File: src/rtl/count_run_ctrl.sv
// ---------------------------------------------------------------------------
// count_run_ctrl
//
// Run/pause/clear controller for a two-digit BCD seconds counter. A prescaler
// running on CLK produces a one-cycle count-enable tick (a clock enable, not a
// derived clock). A start/stop/clear FSM sequences the counter, and the FSM
// parks in DONE when the post-increment count equals a programmable BCD
// target.
//
// Optional feature (macro COUNT_LAP_EN): lap freeze. When the macro is
// defined, lap_key in RUN captures the count into a lap register and the
// display shows the frozen lap value until a second lap_key, a clear, a reset
// or entry into DONE releases it. When it is undefined, lap_key is ignored
// and disp_bcd always equals count_bcd.
//
// Parameters:
//   TICK_DIV   CLK cycles per count tick, legal range 2..2^26-1
//   CNT_W      prescaler width, must hold TICK_DIV-1
//
// Ports:
//   CLK        in   system clock
//   Rst        in   asynchronous active-high reset
//   start_key  in   single-cycle pulse, toggles run/pause (DONE -> IDLE)
//   clear_key  in   single-cycle pulse, returns to IDLE with count 00
//   lap_key    in   single-cycle pulse, lap freeze toggle (COUNT_LAP_EN)
//   target_bcd in   [7:4] tens, [3:0] units terminal value, sampled live
//   count_bcd  out  live BCD counter value
//   disp_bcd   out  value for the seven-segment display driver
//   tick       out  one-cycle pulse on every count increment
//   running    out  high while in RUN
//   done       out  high while in DONE
// ---------------------------------------------------------------------------
module count_run_ctrl #(
    parameter int unsigned TICK_DIV = 50_000_000,
    parameter int unsigned CNT_W    = 26
) (
    input  logic       CLK,
    input  logic       Rst,
    input  logic       start_key,
    input  logic       clear_key,
    input  logic       lap_key,
    input  logic [7:0] target_bcd,
    output logic [7:0] count_bcd,
    output logic [7:0] disp_bcd,
    output logic       tick,
    output logic       running,
    output logic       done
);

    localparam logic [CNT_W-1:0] PRESC_MAX = CNT_W'(TICK_DIV - 1);

    typedef enum logic [1:0] {
        S_IDLE,
        S_RUN,
        S_PAUSE,
        S_DONE
    } state_t;

    state_t           state_q, state_d;
    logic [CNT_W-1:0] presc_q, presc_d;
    logic [7:0]       count_q, count_d;
    logic [7:0]       disp_q,  disp_d;
    logic             tick_q,  tick_d;
    logic             running_q;
    logic             done_q;

    logic [7:0]       count_inc;
    logic             presc_wrap;

`ifdef COUNT_LAP_EN
    logic [7:0]       lap_q, lap_d;
    logic             lap_frz_q, lap_frz_d;
`else
    // lap_key has no function in this build.
    logic             unused_lap;
    assign unused_lap = lap_key;
`endif

    // BCD increment with units carry into tens and 99 -> 00 wrap. The >= 9
    // tests keep the count in legal BCD even if a digit were ever corrupted.
    function automatic logic [7:0] bcd_inc(input logic [7:0] v);
        logic [3:0] tens;
        logic [3:0] units;
        tens  = v[7:4];
        units = v[3:0];
        if (units >= 4'd9) begin
            if (tens >= 4'd9) begin
                return 8'h00;
            end
            return {tens + 4'd1, 4'h0};
        end
        return {tens, units + 4'd1};
    endfunction

    always_comb begin
        // NOTE: every signal driven here gets a default first so no path can
        // leave it unassigned and infer a latch.
        state_d    = state_q;
        presc_d    = presc_q;
        count_d    = count_q;
        tick_d     = 1'b0;
        presc_wrap = (presc_q == PRESC_MAX);
        count_inc  = bcd_inc(count_q);
`ifdef COUNT_LAP_EN
        lap_d      = lap_q;
        lap_frz_d  = lap_frz_q;
`endif

        if (clear_key) begin
            // Clear outranks start in every state.
            state_d = S_IDLE;
            presc_d = '0;
            count_d = 8'h00;
`ifdef COUNT_LAP_EN
            lap_frz_d = 1'b0;
`endif
        end else begin
            unique case (state_q)
                S_IDLE: begin
                    presc_d = '0;
                    count_d = 8'h00;
                    if (start_key) begin
                        state_d = S_RUN;
                    end
                end

                S_RUN: begin
                    if (presc_wrap) begin
                        presc_d = '0;
                        tick_d  = 1'b1;
                        count_d = count_inc;
                    end else begin
                        presc_d = presc_q + 1'b1;
                    end

                    // A terminal tick beats a coincident start_key; a
                    // non-terminal tick still lands before pausing. The
                    // prescaler keeps its value across a pause so the partial
                    // second is not restarted.
                    if (presc_wrap && (count_inc == target_bcd)) begin
                        state_d = S_DONE;
                    end else if (start_key) begin
                        state_d = S_PAUSE;
                    end

`ifdef COUNT_LAP_EN
                    if (lap_key) begin
                        if (lap_frz_q) begin
                            lap_frz_d = 1'b0;
                        end else begin
                            lap_frz_d = 1'b1;
                            lap_d     = count_q;
                        end
                    end
                    if (state_d == S_DONE) begin
                        lap_frz_d = 1'b0;
                    end
`endif
                end

                S_PAUSE: begin
                    if (start_key) begin
                        state_d = S_RUN;
                    end
                end

                S_DONE: begin
                    if (start_key) begin
                        state_d = S_IDLE;
                        presc_d = '0;
                        count_d = 8'h00;
                    end
                end

                default: begin
                    state_d = S_IDLE;
                end
            endcase
        end

`ifdef COUNT_LAP_EN
        disp_d = lap_frz_d ? lap_d : count_d;
`else
        disp_d = count_d;
`endif
    end

    // Status outputs are registered from the next state so they line up with
    // state_q exactly: running == (state==RUN), done == (state==DONE).
    always_ff @(posedge CLK or posedge Rst) begin
        if (Rst) begin
            state_q   <= S_IDLE;
            presc_q   <= '0;
            count_q   <= 8'h00;
            disp_q    <= 8'h00;
            tick_q    <= 1'b0;
            running_q <= 1'b0;
            done_q    <= 1'b0;
`ifdef COUNT_LAP_EN
            lap_q     <= 8'h00;
            lap_frz_q <= 1'b0;
`endif
        end else begin
            // NOTE: non-blocking assignments so every register samples the
            // values from before this edge, independent of statement order.
            state_q   <= state_d;
            presc_q   <= presc_d;
            count_q   <= count_d;
            disp_q    <= disp_d;
            tick_q    <= tick_d;
            running_q <= (state_d == S_RUN);
            done_q    <= (state_d == S_DONE);
`ifdef COUNT_LAP_EN
            lap_q     <= lap_d;
            lap_frz_q <= lap_frz_d;
`endif
        end
    end

    assign count_bcd = count_q;
    assign disp_bcd  = disp_q;
    assign tick      = tick_q;
    assign running   = running_q;
    assign done      = done_q;

endmodule

File: config.mk
export PLATFORM = sky130hd
export DESIGN_NAME = count_run_ctrl
export DESIGN_NICKNAME = d
export VERILOG_FILES = /design/src/rtl/count_run_ctrl.sv
export SDC_FILE = /design/constraint.sdc
export NUM_CORES = 1
export LEC_CHECK = 0
export BUFFER_PORTS_ARGS = -buffer_cell sky130_fd_sc_hd__buf_2
export CORE_MARGIN = 5
export CORE_UTILIZATION = 62
export DETAILED_ROUTE_END_ITERATION = 8
export GPL_TIMING_DRIVEN = 0
export PLACE_DENSITY = 0.9
export SYNTH_ARGS = -nofsm -noshare
export SYNTH_HDL_FRONTEND = slang
export SYNTH_SLANG_ARGS = --single-unit
File: constraint.sdc
create_clock -name CLK -period 5.84 [get_ports CLK]
set_input_delay 0.876 -clock CLK [delete_from_list [all_inputs] [get_ports CLK]]
set_output_delay 0.876 -clock CLK [all_outputs]
set_load 0.02 [all_outputs]
; Word-level counts from Yosys, hierarchy flattened
; Index checks and enable logic that the tools add are counted.
[op_classes]
addsub = 3
magnitude_cmp = 2
n_reduce_logical = 6
muxes = 24
eq_ne = 9
[ops]
columns = cell, n
row1 = two-way mux 26 bit, 3
row2 = case mux 26 bit (3 select lines), 1
row3 = two-way mux 8 bit, 7
row4 = "adder 26 x 1 -> 26 bit, second input constant", 1
row5 = "== test 26 bit, second input constant", 1
row6 = case mux 8 bit (3 select lines), 1
row7 = two-way mux 2 bit, 5
row8 = "adder 4 x 1 -> 4 bit, second input constant", 2
row9 = == test 8 bit, 1
row10 = "greater-or-equal comparator 4 bit, second input constant", 2
row11 = "== test 2 bit, second input constant", 3
row12 = two-way mux 1 bit, 6
row13 = "!= test 3 bit, second input constant", 2
row14 = case mux 2 bit (3 select lines), 1
row15 = "== test 2 x 1 -> 1 bit, second input constant", 2
row16 = nonzero test 4 bit, 1
row17 = AND reduction 3 bit, 1
row18 = logical NOT 2 bit, 1
row19 = AND reduction 2 bit, 1
row20 = OR reduction 2 bit, 1
row21 = logical AND 1 bit, 1
[totals]
in_bits = 13
output_inout_bits = 19
word_cells = 50
ff_bits = 39

; Logic depth before layout (Yosys ltp)
[depth]
word_depth = 12
mapped_depth = 9
mapped_depth_nobuf = 8

; Worst setup path after synthesis
; No wires, ideal clock.
[synth_path]
path_type = register -> register
startpoint = register, netlist name disp_bcd[1]
endpoint = register running_q, in the netlist running
path_slack_ns = 3.416
arrival_ns = 2.305
required_time_ns = 5.720
n_path_buf = 1
period_less_slack_ns = 2.424
setup_time_ns = 0.120
path_stages_with_launch = 10
cell_sequence = dfrtp_1 -> inv_1 -> ha_1 -> or3b_1 -> buf_2 -> o21ai_1 -> xor2_1 -> a2111oi_2 -> nand4_1 -> a31o_1
[synth_rtl]
columns = item, line_no
row1 = end signal: assignment, 211  ; running_q <= (state_d == S_RUN);
row2 = end: declaration, 64  ; logic running_q;

==> results.json <==
{
  "status": "completed",
  "place_congestion": 0.930,
  "antennaDiodeCount": 0,
  "synth.area.top_cells": "dfrtp_1 39%, xor2_1 5.3%, nor2_1 4.8%, nand2_1 3.9%, xnor2_1 3.9%",
  "timing.final.crit_share": 0.440,
  "rows": 23,
  "cts_root_buf": "clkbuf_8",
  "synth-xor-area-share": 0.0919,
  "antenna_found_initial": 0,
  "routed_wl_um": 5720,
  "post-cts-setup-buffers": 0,
  "synthCells": 276,
  "synth_top_area_share": 0.394,
  "rsz0062_at_grt": "false",
  "synthFlopType": "dfrtp_1",
  "die_x_um": 73.2,
  "hp-class": "reg -> reg",
  "yosysSeqAreaShare": 0.394,
  "p_per_area_mw_per_mm2": 204,
  "max_cap_violations": 0,
  "die_h_um": 73.2,
  "rr_startpoint": "disp_bcd[0]",
  "ys_ff_latch": 39,
  "grt_pass1_wl_um": 9570,
  "endpoint_kind": "flop",
  "synth_cell_types": 53,
  "finalPower_mw": 0.575,
  "first_global_vias": 2081,
  "die_area_mm2": 0.00536,
  "finalCriticalPeriod_ns": 2.57,
  "critPathLaunchType": "flop",
  "htreeDepth": 2,
  "vias_per_cell": 6.11,
  "track_usage": 0.228,
  "cp_max_fo": 7,
  "r2r_slack_ns": 3.27,
  "antenna_left": 0,
  "syn_area_mm2": 0.00248,
  "synth_common_cells": "39 x dfrtp_1, 32 x nor2_1, 26 x nand2_1",
  "drtIter0Drc": 318,
  "required_ns": 6.03,
  "criticalPathCategory": "reg -> reg",
  "final.setup.tns_ns": 0,
  "routed-via-count": 2225,
  "dr.pass1.iters": 5,
  "syn2layout_area_growth_pct": 13.9,
  "ir_drop_mv": 0.125,
  "core_mm2": 0.00394,
  "multi_input_area_mm2": 0.00137,
  "cp-endpoint": "running",
  "cts_resized": 0,
  "avgRoutedWirePerCell_um": 15.7,
  "cp_data_arrival_time_ns": 2.76,
  "clk_pin_slew_ns": 0.08,
  "reg2regPathDepth": 9,
  "ios": 32,
  "worstSetupStartpoint": "disp_bcd[0]",
  "port_buffers": 30,
  "grt_max_degree": 40,
  "finalHoldViolCount": 0,
  "cts_tree": "built",
  "synth_mux_area_frac": 0.00404,
  "slew_viol_final": 0,
  "tightestPinTransition_ns": 0.814,
  "slew_headroom": 0.457,
  "hold_ws_ns": 0.545,
  "grt_overflow": 0,
  "clk_latency_ns": 0.29,
  "drive_gt1_frac": 0.188,
  "place_hpwl_um": 4070,
  "initial_utilization": 0.628,
  "yosys.area_share.simple": 0.278,
  "clock_path_buffers": 2,
  "finalNetCount": 333,
  "fillCellCount": 285,
  "async_flop_share": 1.00,
  "drc": 0,
  "synth_top_cell_by_area": "dfrtp_1",
  "fin_skew_ns": 0.0108,
  "ff_latch_area_um2": 976,
  "finalSetupViolations": 0,
  "power.leakage_nw": 1.23,
  "avgSynthCellArea_um2": 8.98,
  "synth_edf_count": 0,
  "hold_buffers": 0,
  "ys_warn_count": 0,
  "synth.most_common_cell": "dfrtp_1",
  "timing.rr.end": "running",
  "synth_top_family_by_area": "simple AND/OR/NAND/NOR gates",
  "cts_buffers": 5,
  "fmax_mhz": 389,
  "synth_nets": 296,
  "synth_fa_ha_area_frac": 0.0354,
  "synth_compound_area_frac": 0.143,
  "clock-sinks": 39
}
-- power by group --
| part | internal (mW) | switching [mW] |
|---|---|---|
| clock | 0.171 | 0.0928 |
| sequential | 0.272 | 0.00285 |
| combinational | 0.0111 | 0.0250 |
-- worst min-delay path by stage --
stage	to	depth (start not counted)	startpoint
after global routing	presc_q[3]	1	presc_q[3]
after CTS	presc_q[4]	1	presc_q[4]
final	presc_q[3]	1	presc_q[3]
after floorplan	presc_q[4]	1	presc_q[4]
after global placement	presc_q[6]	2	presc_q[6]
after detailed placement	presc_q[4]	1	presc_q[4]
-- cell families (layout without fill, tap and decap cells) --
logic type,after synthesis,after routing
muxes,1,1
AOI/OAI and AO/OA,50,50
adders and majority gates,7,7
and+or+nand+nor,127,127
DFF,39,39
xor gates and xnor gates,26,26
buffers and inverters,26,64
-- critical path: stages, from the launching register on --
cell and delay [ns]:
dfrtp_1 0.46, inv_1 0.15, ha_1 0.16, or3b_1 0.33, buf_2 0.17, o21ai_1 0.20, xor2_1 0.13, a2111oi_2 0.37
nand4_1 0.22, a31o_1 0.28
-- final cells by class --
type | instances | area share
plain buffers | 14 | 0.0315
flip-flops and latches | 39 | 0.346
clock inverters | 2 | 0.0213
repair buffers | 30 | 0.0532
multi-input cells | 211 | 0.484
clock buffers | 6 | 0.0257
inverters | 12 | 0.0160
well taps | 50 | 0.0222
-- placed cells by master (no fill, tap or decap), drive strengths merged, types with 3 or more instances in the layout --
| master | instances |
|---|---|
| xor2 | 15 |
| nand3 | 13 |
| and2 | 5 |
| o211ai | 3 |
| and4 | 3 |
| ha | 7 |
| nand2 | 27 |
| a211oi | 3 |
| inv | 12 |
| nor4 | 4 |
| clkbuf | 7 |
| buf | 43 |
| xnor2 | 11 |
| dfrtp | 39 |
| nand4b | 4 |
| a21oi | 3 |
| and3 | 4 |
| o21ai | 22 |
| nor3 | 8 |
| nand4 | 11 |
| nand2b | 4 |
| nor2 | 32 |
| a2111oi | 3 |
-- registers in the layout (all words and copies together) (netlist names) --
signal / count
disp_bcd: 8
done: 1
presc_q: 26
running: 1
state_q: 2
tick: 1
-- stage by stage --
step / instance area, µm² / util / instances / setup slack [ns]
2_1_floorplan: 2480 / - / 276 / 3.42
3_3_place_gp: 2690 / 0.682 / 356 / 3.35
3_5_place_dp: 2690 / 0.682 / 356 / 3.28
4_1_cts: 2820 / 0.716 / 364 / 3.28
5_1_grt: 2820 / 0.716 / 364 / 3.11
6_report: 2820 / 0.716 / 364 / 3.27
-- layer usage --
layer	track usage	routed length (µm)
met1	0.303	2480
met4	0.0922	131
met5	0	0
met2	0.372	2720
met3	0.0317	392
Note: power is estimated with default switching activity, not from simulation.
